**config.mk**
```make
export PLATFORM = sky130hd
export DESIGN_NAME = memory_dump_unit
export DESIGN_NICKNAME = d
export VERILOG_FILES = /design/src/rtl/memory_dump_unit_pkg.sv /design/src/rtl/dump_word_serializer.sv /design/src/rtl/memory_dump_unit.sv
export SDC_FILE = /design/constraint.sdc
export NUM_CORES = 1
export LEC_CHECK = 0
export ABC_AREA = 1
export BUFFER_PORTS_ARGS = -buffer_cell sky130_fd_sc_hd__buf_2
export CAP_MARGIN = 20
export CORE_MARGIN = 1.5
export CORE_UTILIZATION = 48
export DETAILED_ROUTE_END_ITERATION = 8
export PLACE_DENSITY = 0.76
export SLEW_MARGIN = 25
export SYNTH_ARGS = -nofsm -noshare
export SYNTH_HDL_FRONTEND = slang
export SYNTH_SLANG_ARGS = --single-unit
export TNS_END_PERCENT = 10
```
**constraint.sdc**
```tcl
create_clock -name clk -period 9.4 [get_ports clk]
set_input_delay 0.47 -clock clk [delete_from_list [all_inputs] [get_ports clk]]
set_output_delay 0.47 -clock clk [all_outputs]
set_load 0.005 [all_outputs]
```
**src/rtl/memory_dump_unit_pkg.sv**
```systemverilog
`default_nettype none
// ============================================================================
// Module      : memory_dump_unit_pkg
// Description : Shared definitions for the memory dump unit. Holds the
//               physical memory bus geometry, the dump FSM state encoding
//               and the base-address presets for the code and data segments.
// Revision    : 1.0 - initial release
// ============================================================================
package memory_dump_unit_pkg;

    // Physical memory bus geometry
    localparam int ADDR_W     = 21;
    localparam int WORD_BYTES = 8;
    localparam int DATA_W     = 8 * WORD_BYTES;

    typedef logic [ADDR_W-1:0] phys_memory_address_t;

    // Dump base presets: the segment bases the image loader writes to
    localparam phys_memory_address_t CODE_SEGMENT_START = 21'h000100;
    localparam phys_memory_address_t DATA_SEGMENT_START = 21'h000200;

    // Dump sequencer states
    typedef enum logic [2:0] {
        ST_IDLE      = 3'd0,
        ST_REQ       = 3'd1,
        ST_WAIT_RESP = 3'd2,
        ST_STREAM    = 3'd3,
        ST_DONE      = 3'd4
    } memory_dump_state_t;

endpackage
`default_nettype wire

```
**src/rtl/dump_word_serializer.sv**
```systemverilog
`default_nettype none
// ============================================================================
// Module      : dump_word_serializer
// Description : Holds one memory-bus response word and emits it one byte at
//               a time, least significant byte first, over a valid/ready
//               byte stream. Reports each accepted byte and the acceptance of
//               the last byte lane of the word.
// Revision    : 1.0 - initial release
// ============================================================================
module dump_word_serializer #(
    parameter int WORD_BYTES = 8,
    parameter int DATA_W     = 64
) (
    input  logic              clk,
    input  logic              reset,
    input  logic              load,
    input  logic [DATA_W-1:0] load_data,
    input  logic              stream_en,
    input  logic              last_byte,
    input  logic              out_ready,
    output logic              out_valid,
    output logic [7:0]        out_data,
    output logic              out_last,
    output logic              byte_fire,
    output logic              word_consumed
);

    localparam int c_idx_w = (WORD_BYTES > 1) ? $clog2(WORD_BYTES) : 1;
    localparam logic [c_idx_w-1:0] c_last_idx = c_idx_w'(WORD_BYTES - 1);

    logic [DATA_W-1:0]  r_word;
    logic [c_idx_w-1:0] r_idx;
    logic [DATA_W-1:0]  w_shifted;

    // Little-endian lane select: byte lane idx lives at bits [8*idx+7 : 8*idx]
    assign w_shifted     = r_word >> {r_idx, 3'b000};

    assign out_valid     = stream_en;
    assign out_data      = stream_en ? w_shifted[7:0] : 8'h00;
    assign out_last      = stream_en & last_byte;
    assign byte_fire     = stream_en & out_ready;
    assign word_consumed = byte_fire & (r_idx == c_last_idx);

    // Word buffer capture and byte-lane index advance
    always_ff @(posedge clk or posedge reset) begin
        if (reset) begin
            r_word <= '0;
            r_idx  <= '0;
        end else if (load) begin
            r_word <= load_data;
            r_idx  <= '0;
        end else if (byte_fire) begin
            r_idx  <= word_consumed ? '0 : r_idx + 1'b1;
        end
    end

endmodule
`default_nettype wire

```
**src/rtl/memory_dump_unit.sv**
```systemverilog
`default_nettype none
// ============================================================================
// Module      : memory_dump_unit
// Description : Reads a contiguous, word-aligned region of physical memory
//               over the memory bus, one outstanding read at a time, and
//               emits it as a little-endian byte stream with a last marker.
//               Misaligned starts are rejected with an error pulse; empty
//               dumps complete immediately without bus traffic.
// Revision    : 1.0 - initial release
// ============================================================================
module memory_dump_unit #(
    parameter int ADDR_W     = memory_dump_unit_pkg::ADDR_W,
    parameter int WORD_BYTES = memory_dump_unit_pkg::WORD_BYTES,
    parameter int DATA_W     = memory_dump_unit_pkg::DATA_W
) (
    input  logic              clk,
    input  logic              reset,
    input  logic              start,
    input  logic [ADDR_W-1:0] base_addr,
    input  logic [ADDR_W-1:0] byte_count,
    output logic              busy,
    output logic              done,
    output logic              error,
    output logic              mem_req_valid,
    input  logic              mem_req_ready,
    output logic [ADDR_W-1:0] mem_req_addr,
    input  logic              mem_resp_valid,
    input  logic [DATA_W-1:0] mem_resp_data,
    output logic              out_valid,
    input  logic              out_ready,
    output logic [7:0]        out_data,
    output logic              out_last
);

    import memory_dump_unit_pkg::*;

    localparam int c_off_w = (WORD_BYTES > 1) ? $clog2(WORD_BYTES) : 1;
    localparam logic [ADDR_W-1:0] c_word_step = ADDR_W'(WORD_BYTES);
    localparam logic [ADDR_W-1:0] c_one       = ADDR_W'(1);

    memory_dump_state_t r_state;
    memory_dump_state_t w_state_next;

    logic [ADDR_W-1:0] r_addr;
    logic [ADDR_W-1:0] r_remaining;
    logic              r_error;

    logic w_misaligned;
    logic w_empty;
    logic w_start_idle;
    logic w_req_fire;
    logic w_load;
    logic w_stream;
    logic w_last_byte;
    logic w_byte_fire;
    logic w_word_consumed;

    assign w_misaligned = (base_addr[c_off_w-1:0] != '0);
    assign w_empty      = (byte_count == '0);
    assign w_start_idle = start & (r_state == ST_IDLE);
    assign w_req_fire   = (r_state == ST_REQ) & mem_req_ready;
    assign w_load       = (r_state == ST_WAIT_RESP) & mem_resp_valid;
    assign w_stream     = (r_state == ST_STREAM);
    assign w_last_byte  = (r_remaining == c_one);

    // State register
    always_ff @(posedge clk or posedge reset) begin
        if (reset) begin
            r_state <= ST_IDLE;
        end else begin
            r_state <= w_state_next;
        end
    end

    // Next-state logic: one read outstanding, no prefetch
    always_comb begin
        w_state_next = r_state;
        case (r_state)
            ST_IDLE: begin
                if (start && !w_misaligned) begin
                    w_state_next = w_empty ? ST_DONE : ST_REQ;
                end
            end
            ST_REQ: begin
                if (mem_req_ready) begin
                    w_state_next = ST_WAIT_RESP;
                end
            end
            ST_WAIT_RESP: begin
                if (mem_resp_valid) begin
                    w_state_next = ST_STREAM;
                end
            end
            ST_STREAM: begin
                if (w_byte_fire) begin
                    if (w_last_byte) begin
                        w_state_next = ST_DONE;
                    end else if (w_word_consumed) begin
                        w_state_next = ST_REQ;
                    end
                end
            end
            ST_DONE: begin
                w_state_next = ST_IDLE;
            end
            default: begin
                w_state_next = ST_IDLE;
            end
        endcase
    end

    // Read address, remaining byte count and misalignment error pulse
    always_ff @(posedge clk or posedge reset) begin
        if (reset) begin
            r_addr      <= '0;
            r_remaining <= '0;
            r_error     <= 1'b0;
        end else begin
            r_error <= w_start_idle & w_misaligned;
            if (w_start_idle && !w_misaligned && !w_empty) begin
                r_addr      <= base_addr;
                r_remaining <= byte_count;
            end else begin
                // Address wraps modulo 2^ADDR_W through natural overflow
                if (w_req_fire) begin
                    r_addr <= r_addr + c_word_step;
                end
                if (w_byte_fire) begin
                    r_remaining <= r_remaining - c_one;
                end
            end
        end
    end

    dump_word_serializer #(
        .WORD_BYTES (WORD_BYTES),
        .DATA_W     (DATA_W)
    ) u_serializer (
        .clk           (clk),
        .reset         (reset),
        .load          (w_load),
        .load_data     (mem_resp_data),
        .stream_en     (w_stream),
        .last_byte     (w_last_byte),
        .out_ready     (out_ready),
        .out_valid     (out_valid),
        .out_data      (out_data),
        .out_last      (out_last),
        .byte_fire     (w_byte_fire),
        .word_consumed (w_word_consumed)
    );

    assign busy          = (r_state == ST_REQ) | (r_state == ST_WAIT_RESP) | (r_state == ST_STREAM);
    assign done          = (r_state == ST_DONE);
    assign error         = r_error;
    assign mem_req_valid = (r_state == ST_REQ);
    assign mem_req_addr  = (r_state == ST_REQ) ? r_addr : '0;

endmodule
`default_nettype wire

```
==> impl_metrics.json, run 1 <==
{
  "end_kind": "output port",
  "synth_cell_type_count": 35,
  "critPathArrivalTime_ns": 2.76,
  "mostFrequentLayoutCell": "nand2_1",
  "cpLargestDelayFamily": "flip-flops",
  "power_density_nw_per_um2": 309,
  "worstPathRequired_ns": 8.93,
  "clkSlewWorstSetupHoldPaths_ns": 0.05,
  "muxShareOfSynthArea_pct": 10.4,
  "register_area_sq_um": 2830,
  "grt_max_degree": 73,
  "wl_per_cell_microns": 13.8,
  "netlist_instances": 852,
  "ctsResizeCount": 0,
  "nets": 1105,
  "met1_usage_pct": 34.1,
  "utilization_pct": 60.0,
  "postSynth.asyncResetShare_pct": 100,
  "avgViaCountPerCell": 5.01,
  "dp.cells": 1145,
  "syn_nets": 969,
  "dp_hpwl_mm": 11.5,
  "max_stage_delay_ns": 0.88,
  "crit_fanout": 38,
  "drv_cap": 0,
  "cts_buffers": 17,
  "fin_cells": 1177,
  "post_cts_buffers": 0,
  "hold_viol": 0,
  "die_area_sq_um": 14300,
  "final_layout_size_suffix_gt1_share_pct": 20.7,
  "fillers": 1248,
  "die_w_microns": 119,
  "worstMarginPinSlew_ns": 0.927,
  "netlist.area_leader.share_pct": 43.4,
  "cts_htree_levels": 4,
  "antenna_found_initial": 0,
  "relSlewSlack_pct": 38.1,
  "yosysTopAreaCell": "dfrtp_1",
  "crit_buf_inv": 2,
  "rows": 42,
  "yosysSeqAreaShare_pct": 43.4,
  "rsz0062_at_grt": "no",
  "critical_path_cell_count": 7,
  "fmax_mhz": 310,
  "synth_flop_cell": "dfrtp_1",
  "crit_path_start_kind": "flip-flop",
  "place_ws_ns": 6.66,
  "top_usage_layer": "met2",
  "fin_ws_ns": 6.17,
  "synthAdderAreaFrac_pct": 0.961,
  "grt_pass1_vias": 5273,
  "grtUsageTotal_pct": 23.5,
  "drtAntennaViolNets": 0,
  "synth-seq-cells": 113,
  "outcome": "finished, final reports clean",
  "crit_path_cell_trace": "inv_1 > a21oi_1 > o21ai_0 > o21ai_0 > nor2_1 > nor2_1 > buf_2",
  "final_cell_mix": "nand2_1 (192), nor2_1 (169), buf_2 (146), dfrtp_1 (113), inv_1 (83)",
  "cts_hold_buf": 0,
  "yosys.area_share.simple_pct": 29.3,
  "fin_skew_ns": 0.00514,
  "overflow": 0,
  "p_leak_nw": 4.05,
  "layout-area-overhead-vs-synth_pct": 22.0,
  "grt_first_pass_wirelength_mm": 26.3,
  "ys_warn_count": 0,
  "synth_compound_area_share_pct": 6.92,
  "synthesis.area_sq_um": 6510,
  "period_share_pct": 34.3,
  "synth_edf_count": 0,
  "use_met3_pct": 5.17,
  "avgSynthCellArea_sq_um": 7.64,
  "route.detailed.drc": 0,
  "ios": 147,
  "tritoncts": "yes",
  "die_h_microns": 119,
  "critPathKind": "reg -> out",
  "fin_setup_tns_ns": 0,
  "initial_core_util_pct": 49.2,
  "cts-root-buf": "clkbuf_16",
  "setup_viol": 0,
  "coreArea_sq_um": 13200,
  "drt_iter0_drc": 456,
  "finalWirelength_mm": 16.2,
  "cts.sinks": 113,
  "dr.pass1.iters": 5,
  "peakVddDrop_uv": 139,
  "slew_viol_final": 0,
  "met2_usage_pct": 34.6,
  "gp_congestion": 0.916,
  "r2r_cells": 8,
  "synth_top_family_by_area": "simple AND/OR/NAND/NOR gates",
  "num_vias": 5892,
  "min_path_type": "in -> async",
  "clock_path_buffers": 2,
  "cpMaxStageDelayCell": "dfrtp_1",
  "ys_top_cells_by_area": "dfrtp_1 (43%), nand2_1 (11%), nor2_1 (9.7%)",
  "portBuffers": 146,
  "multi_input_area_sq_um": 3160,
  "min_period_ns": 3.23,
  "clk_latency_ns": 0.41,
  "antennaDiodeCount": 0,
  "synth_xor_area_share_pct": 0.942
}
[power by group]
group / internal [W] / switching (W) / total, W
Clock: 0.000464 / 0.000222 / 0.000686
Combinational: 0.000355 / 0.000486 / 0.000841
Sequential: 0.000716 / 0.000214 / 0.000929
Total: 0.00153 / 0.000922 / 0.00246
[worst reg2reg max path, delay by kind of cell, from the launching register on]
family                 cells  cell delay [ns]
buffers and inverters      3             0.37
DFF                        1             0.45
and+or+nand+nor            5             1.47
[per-layer routing]
layer / part of all wire, % / wire [microns]
met1: 49 / 8000
met2: 44 / 7110
met3: 5.2 / 841
met4: 1.8 / 294
met5: 0 / 0
[Yosys cell counts (4+ instances only)]
master and instances:
a21oi_1 11, buf_2 14, buf_4 4, clkbuf_1 8, dfrtp_1 113, ha_1 5
inv_1 84, inv_2 8, mux2_1 56, mux2_2 4, nand2_1 192, nand2_2 4
nand3_1 73, nand4_1 6, nor2_1 169, o21ai_0 66, o32ai_1 4, xor2_1 7
[path summary, 6_finish.rpt]
path	startpoint	end	slack [ns]
max in group asynchronous	reset	u_serializer.r_word[9]	8.01
worst min-delay path	reset	r_addr[1]	0.11
worst max-delay path	u_serializer.r_idx[0]	out_data[3]	6.17
worst max register to register	r_state[2]	r_addr[14]	6.98
worst min register to register	r_addr[1]	r_addr[1]	0.49
min in group clk	mem_resp_data[27]	u_serializer.r_word[27]	0.27
[area by class of cell]
| cell class | instances | area share, % |
|---|---|---|
| Clock buffer | 23 | 6.02 |
| Clock inverter | 9 | 1.94 |
| Inverter | 93 | 4.49 |
| Multi-Input combinational cell | 615 | 39.8 |
| Sequential cell | 113 | 35.6 |
| Tap cell | 176 | 2.77 |
| Timing Repair Buffer | 148 | 9.39 |
[sequential cells by signal, indices dropped and copies added (netlist names)]
register and cells:
error 1, r_addr 21, r_remaining 21, r_state 3
u_serializer.r_idx 3, u_serializer.r_word 64
[stage by stage]
step / area, sq um / total power (W) / hold slack (ns)
after CTS: 7940 / 0.00246 / 0.136
after floorplan: 6510 / 0.00153 / 0.459
after global routing: 7940 / 0.00265 / 0.175
final: 7940 / 0.00246 / 0.109
after global placement: 7310 / 0.00174 / 0.472
after detailed placement: 7310 / 0.00176 / 0.479
[cell families after synthesis]
kind of cell               Yosys count
AOI/OAI and AO/OA                   85
buffers and inverters              124
adders and majority gates            5
and+or+nand+nor                    458
xor gates and xnor gates             7
muxes                               60
DFF                                113
Power figures use the tool's default switching activity.
==> run 2, diff against run 1 <==
--- a/config.mk
+++ b/config.mk
@@ -5,13 +5,13 @@
 export SDC_FILE = /design/constraint.sdc
 export NUM_CORES = 1
 export LEC_CHECK = 0
-export ABC_AREA = 1
+export ABC_AREA = 0
 export BUFFER_PORTS_ARGS = -buffer_cell sky130_fd_sc_hd__buf_2
 export CAP_MARGIN = 20
 export CORE_MARGIN = 1.5
 export CORE_UTILIZATION = 48
 export DETAILED_ROUTE_END_ITERATION = 8
-export PLACE_DENSITY = 0.76
+export PLACE_DENSITY = 0.8
 export SLEW_MARGIN = 25
 export SYNTH_ARGS = -nofsm -noshare
 export SYNTH_HDL_FRONTEND = slang
==> constraint.sdc (replaced) <==
create_clock -name clk -period 2.7 [get_ports clk]
set_input_delay 0.135 -clock clk [delete_from_list [all_inputs] [get_ports clk]]
set_output_delay 0.135 -clock clk [all_outputs]
set_load 0.005 [all_outputs]
==> run 2 against run 1 <==
Against the previous run: worst hold slack worse by 0.096 ns; cell area rose by 6.5%; non-clock buffer count increased by 120; sequential cell count is the same; critical path depth decreased by 1; first-iteration DRC count increased by 17%; die area decreased by 9.8%; clock-buffer cell count unchanged; final cell count shrank 10%; clock power rose to 3.5 times the previous value; sequential power rose to 3.1 times the previous value.
==> impl_metrics.json, run 2 <==
{
  "relSlewSlack_pct": 55.1,
  "ys_top_cells_by_area": "dfrtp_1 (48%), nand2_1 (15%), mux4_2 (6.5%)",
  "final_cell_mix": "nand2_1 (231), buf_2 (146), dfrtp_1 (113), dlygate4sd3_1 (102), nor2_1 (27)",
  "ys_warn_count": 0,
  "fin_area_sq_um": 8460,
  "num_vias": 5791,
  "worstHoldStart": "byte_count[5]",
  "synth_edf_count": 0,
  "crit_path_start_kind": "flip-flop",
  "fin_cells": 1055,
  "route.detailed.drc": 0,
  "top_register": "u_serializer.r_word",
  "finalWirelength_mm": 17.5,
  "postSynth.asyncResetShare_pct": 100,
  "slew_viol_final": 0,
  "holdPathStages": 3,
  "min_path_type": "in -> reg",
  "critPathArrivalTime_ns": 2.46,
  "worstMarginPinSlew_ns": 0.673,
  "yosysMostFrequentCell": "nand2_1",
  "wl_per_cell_microns": 16.6,
  "grt_max_degree": 68,
  "die_w_microns": 113,
  "syn_nets": 764,
  "r2r_cells": 5,
  "r2r-end": "r_remaining[15]",
  "grt_pass1_vias": 5754,
  "power_density_nw_per_um2": 956,
  "portBuffers": 146,
  "fmax_mhz": 385,
  "hold_ws_ns": 0.0129,
  "rows": 40,
  "gp_congestion": 0.820,
  "ios": 147,
  "critPathKind": "reg -> out",
  "cts.sinks": 113,
  "r2r_slack_ns": 0.29,
  "grt_first_pass_wirelength_mm": 28.1,
  "clk_latency_ns": 0.42,
  "synth_common_cells": "nand2_1 (231), dfrtp_1 (113), nor2_1 (28)",
  "cts_htree_levels": 4,
  "largest_reg_flops": 64,
  "synth-seq-cells": 113,
  "worstPathRequired_ns": 2.57,
  "whs_endpoint": "r_remaining[5]",
  "cts-root-buf": "clkbuf_16",
  "die_h_microns": 113,
  "dr.pass1.iters": 5,
  "setup_viol": 0,
  "antennaDiodeCount": 0,
  "muxShareOfSynthArea_pct": 8.07,
  "min_period_ns": 2.59,
  "yosysTopAreaCell": "dfrtp_1",
  "tritoncts": "yes",
  "dp_hpwl_mm": 10.2,
  "synth_cell_type_count": 51,
  "nets": 1012,
  "avgViaCountPerCell": 5.49,
  "clkSlewWorstSetupHoldPaths_ns": 0.05,
  "die_area_sq_um": 12900,
  "synth_flop_cell": "dfrtp_1",
  "p_leak_nw": 4.13,
  "outcome": "finished, final reports clean",
  "drv_cap": 0,
  "synthesis.area_sq_um": 5860,
  "topRoutingLayerUsed": "met4",
  "mostFrequentLayoutCell": "nand2_1",
  "yosysSeqAreaShare_pct": 48.3,
  "fin_skew_ns": 0.00568,
  "yosys.area_share.simple_pct": 27.8,
  "hold_viol": 0,
  "m1WireLength_mm": 7.06,
  "end_kind": "output port",
  "wl_met3_mm": 1.25,
  "clock_path_buffers": 2,
  "initial_core_util_pct": 49.0,
  "wl_met2_mm": 8.98,
  "place_area_sq_um": 6790,
  "final_layout_size_suffix_gt1_share_pct": 25.1,
  "layout-area-overhead-vs-synth_pct": 44.4,
  "peakVddDrop_uv": 582,
  "reg.largest.list": "u_serializer.r_word: 64 flops, r_addr: 21 flops, r_remaining: 21 flops",
  "synth_top_family_by_area": "simple AND/OR/NAND/NOR gates",
  "drt_iter0_drc": 533,
  "dp.cells": 920,
  "antenna_found_initial": 0,
  "synthAdderAreaFrac_pct": 1.07,
  "synth_compound_area_share_pct": 10.6,
  "netlist.area_leader.share_pct": 48.3,
  "avgSynthCellArea_sq_um": 9.06,
  "cts_buffers": 17,
  "overflow": 0,
  "netlist_instances": 647,
  "grtUsageTotal_pct": 28.4,
  "drtAntennaViolNets": 0,
  "crit_fanout": 8,
  "coreArea_sq_um": 12000,
  "synth_xor_area_share_pct": 1.20,
  "period_share_pct": 96.1,
  "fin_setup_tns_ns": 0,
  "r2r_start": "r_state[2]"
}
==> run 2: cell types whose count changed in the layout (fill, tap and decap cells not counted), sizes merged, moves of 26 or more <==
cell         change
nor2           -145
dlygate4sd3    +102
inv             -87
mux2            -60
nand3           -57
o21ai           -41
nand2           +32
and2            +26
==> run 2: repair_timing <==
item | in CTS | in global routing
endpoints found under the setup margin | 0 | 1
hold buffers | 100 | 2
endpoints found under the hold margin | 113 | 2
setup buffers | 0 | 1
resized for setup | 0 | 2
==> run 2: final cells by class <==
cell class	count	area, sq um
clock buffer	23	478
clock inverter	9	154
fill	846	3500
inverter	7	30.0
multi-input combinational	488	2870
sequential	113	2830
tap	147	184
timing repair buffer	268	1910
==> run 2: stage by stage <==
stage	utilization, %	worst slack (ns)	power, W
after detailed placement	56.8	0.299	0.00550
after floorplan	-	0.478	0.00466
after CTS	70.4	0.0614	0.00805
final	70.7	0.106	0.00809
after global routing	70.7	-0.0178	0.00861
after global placement	56.8	0.377	0.00541
==> run 2: per-layer routing <==
metal  vias up  track usage [%]
met4         0             8.50
met3        27             9.03
li1       2752                -
met2       249             48.5
met5         -                0
met1      2763             34.5
==> run 2: how the worst max path moves through the flow <==
stage / start / end / slack [ns] / depth (start not counted)
global placement: r_state[2] / r_remaining[15] / 0.38 / 5
CTS: r_remaining[7] / out_last / 0.06 / 6
global route: r_remaining[7] / out_last / -0.02 / 6
detailed placement: r_state[2] / r_remaining[15] / 0.30 / 5
floorplan: r_remaining[7] / r_remaining[19] / 0.48 / 5
finish: r_remaining[7] / out_last / 0.11 / 6
==> run 2: cells by family (layout without fill, tap and decap cells) <==
| kind of cell | after synthesis | count (layout) |
|---|---|---|
| AND/OR/NAND/NOR | 362 | 362 |
| multiplexers | 26 | 26 |
| adder cells (fa/ha/maj) | 5 | 5 |
| buffers and inverters | 46 | 307 |
| XOR/XNOR | 8 | 8 |
| AO/OA/AOI/OAI | 87 | 87 |
| flip-flops | 113 | 113 |
==> run 2: worst max-delay path, stage by stage (launching register included) <==
cell and delay, ns:
dfrtp_1 0.44, or4_4 0.60, nor4_2 0.27, buf_4 0.16, nand4_1 0.20, nor2_2 0.21, buf_2 0.16
==> run 2: where the power goes <==
part / internal (W) / total (W) / switching [W]
sequential: 0.00237 / 0.00292 / 0.000550
combinational: 0.00133 / 0.00276 / 0.00144
clock: 0.00161 / 0.00240 / 0.000783
total: 0.00532 / 0.00809 / 0.00277
==> run 3, diff against run 2 <==
--- a/config.mk
+++ b/config.mk
@@ -5,13 +5,13 @@
 export SDC_FILE = /design/constraint.sdc
 export NUM_CORES = 1
 export LEC_CHECK = 0
-export ABC_AREA = 0
+export ABC_AREA = 1
 export BUFFER_PORTS_ARGS = -buffer_cell sky130_fd_sc_hd__buf_2
 export CAP_MARGIN = 20
 export CORE_MARGIN = 1.5
-export CORE_UTILIZATION = 48
+export CORE_UTILIZATION = 35
 export DETAILED_ROUTE_END_ITERATION = 8
-export PLACE_DENSITY = 0.8
+export PLACE_DENSITY = 0.62
 export SLEW_MARGIN = 25
 export SYNTH_ARGS = -nofsm -noshare
 export SYNTH_HDL_FRONTEND = slang
==> run 3 against run 2 <==
Against the previous run: core utilization is 21 points lower; the flow now finishes with violations (design-rule violations); critical path type unchanged; fmax up 14%; sequential power up 6.8%; highest routed layer unchanged; total power increased by 7.7%.
==> impl_metrics.json, run 3 (same netlist as run 1, synthesis figures left out) <==
{
  "end_kind": "output port",
  "clkSlewWorstSetupHoldPaths_ns": 0.06,
  "final_cell_mix": "nand2_1 (192), nor2_1 (169), buf_2 (146), dfrtp_1 (113), dlygate4sd3_1 (93)",
  "crit_start": "u_serializer.r_idx[1]",
  "min_period_ns": 2.27,
  "crit_path_cell_trace": "buf_4 > o21ai_0 > o21ai_0 > nor2_1 > nor2_1 > buf_2",
  "worstPathRequired_ns": 2.57,
  "cts-root-buf": "clkbuf_16",
  "drt_iter0_drc": 356,
  "grt_max_degree": 114,
  "slew_viol_final": 0,
  "hold_ws_ns": 0.0170,
  "top_register": "u_serializer.r_word",
  "outcome": "complete, but fails checks",
  "route.detailed.drc": 9,
  "clock_path_buffers": 2,
  "initial_core_util_pct": 36.0,
  "layout-area-overhead-vs-synth_pct": 38.6,
  "r2r_start": "r_state[2]",
  "largest_reg_flops": 64,
  "wl_per_cell_microns": 13.8,
  "fin_setup_tns_ns": 0,
  "avgViaCountPerCell": 4.69,
  "hold_viol": 0,
  "min_path_type": "in -> reg",
  "grt_pass1_vias": 6233,
  "dr.pass1.iters": 6,
  "critPathArrivalTime_ns": 2.14,
  "r2r_cells": 10,
  "worstSetupEndpoint": "out_data[0]",
  "relSlewSlack_pct": 48.6,
  "p_leak_nw": 4.48,
  "cts_htree_levels": 4,
  "finalWirelength_mm": 18.3,
  "max_stage_delay_ns": 0.84,
  "violations": "design-rule violations",
  "crit_fanout": 24,
  "num_vias": 6243,
  "overflow": 0,
  "cts_buffers": 17,
  "die_w_microns": 139,
  "cts.sinks": 113,
  "met2_usage_pct": 33.8,
  "power_density_nw_per_um2": 966,
  "grtUsageTotal_pct": 19.5,
  "ios": 147,
  "die_area_sq_um": 19400,
  "crit_buf_inv": 2,
  "fin_skew_ns": 0.00928,
  "clk_latency_ns": 0.42,
  "r2r_slack_ns": 0.68,
  "antenna_found_initial": 0,
  "critical_path_cell_count": 6,
  "crit_path_start_kind": "flip-flop",
  "use_met3_pct": 5.68,
  "worstMarginPinSlew_ns": 0.771,
  "rsz0062_at_grt": "no",
  "cpMaxStageDelayCell": "dfrtp_1",
  "critPathKind": "reg -> out",
  "r2r-end": "r_remaining[2]",
  "drtAntennaViolNets": 0,
  "die_h_microns": 139,
  "period_share_pct": 84.2,
  "met1_usage_pct": 23.6,
  "portBuffers": 146,
  "mostFrequentLayoutCell": "nand2_1",
  "nets": 1205,
  "fmax_mhz": 440,
  "tritoncts": "yes",
  "gp_congestion": 0.810,
  "grt_first_pass_wirelength_mm": 30.2,
  "setup_viol": 0,
  "drv_cap": 0,
  "top_usage_layer": "met2",
  "final_layout_size_suffix_gt1_share_pct": 19.7,
  "peakVddDrop_uv": 720,
  "dp_hpwl_mm": 12.6,
  "antennaDiodeCount": 0,
  "post_cts_buffers": 0,
  "reg.largest.list": "u_serializer.r_word: 64 flops, r_addr: 21 flops, r_remaining: 21 flops",
  "rows": 49,
  "coreArea_sq_um": 18100,
  "holdPathStages": 5,
  "cpLargestDelayFamily": "flip-flops"
}
## run 3: cell count changes in the layout (fill, tap and decap cells not counted), moves of 39 or more
cell and delta:
nor2_1 +142, nand3_1 +56, mux2_1 +56, inv_1 +77, o21ai_0 +42, nand2_1 -39
## run 3: power breakdown
group          leakage [nW]  switching (W)  internal, W
clock                 0.290       0.000866      0.00146
sequential             1.38       0.000630      0.00249
combinational          2.81        0.00187      0.00140
total                  4.48        0.00336      0.00535
## run 3: metrics by stage
| step | power (W) | area (sq um) | worst slack (ns) | instances | util, % |
|---|---|---|---|---|---|
| global placement | 0.00622 | 7480 | 0.728 | 1205 | 41.4 |
| global route | 0.00944 | 9020 | 0.265 | 1330 | 49.9 |
| finish | 0.00871 | 9020 | 0.427 | 1330 | 49.9 |
| CTS | 0.00878 | 9020 | 0.393 | 1330 | 49.9 |
| detailed placement | 0.00631 | 7480 | 0.687 | 1205 | 41.4 |
| floorplan | 0.00531 | 6510 | 1.17 | 852 | - |
## run 3: metal layers
metal | up-vias | part of all wire [%]
met3 | 16 | 5.7
met5 | - | 0
met2 | 180 | 50
met4 | 0 | 1.1
li1 | 3180 | -
met1 | 2867 | 44
## run 3: worst min-delay path, stage by stage
cell and delay, ns:
buf_2 0.09, nand2_1 0.05, nand2_1 0.05, inv_1 0.03
nand2_1 0.04
## run 3: cell type report
| type | count | area [sq um] |
|---|---|---|
| flip-flops and latches | 113 | 2830 |
| fillers | 1745 | 9060 |
| clock buffers | 17 | 425 |
| clock inverters | 15 | 184 |
| inverters | 93 | 358 |
| well taps | 229 | 287 |
| repair buffers | 248 | 1780 |
| multi-input cells | 615 | 3160 |
## run 3: worst min-delay path by stage
stage / start / to
after floorplan: mem_resp_data[10] / u_serializer.r_word[10]
after global placement: mem_resp_data[30] / u_serializer.r_word[30]
after detailed placement: mem_resp_data[61] / u_serializer.r_word[61]
after CTS: byte_count[9] / r_remaining[9]
after global routing: byte_count[7] / r_remaining[7]
final: byte_count[9] / r_remaining[9]
## run 3: repair_timing
| action | 4_1_cts | 5_1_grt |
|---|---|---|
| hold buffers | 93 | 0 |
| resized for setup | 0 | 0 |
| endpoints found under the hold margin | 205 | 0 |
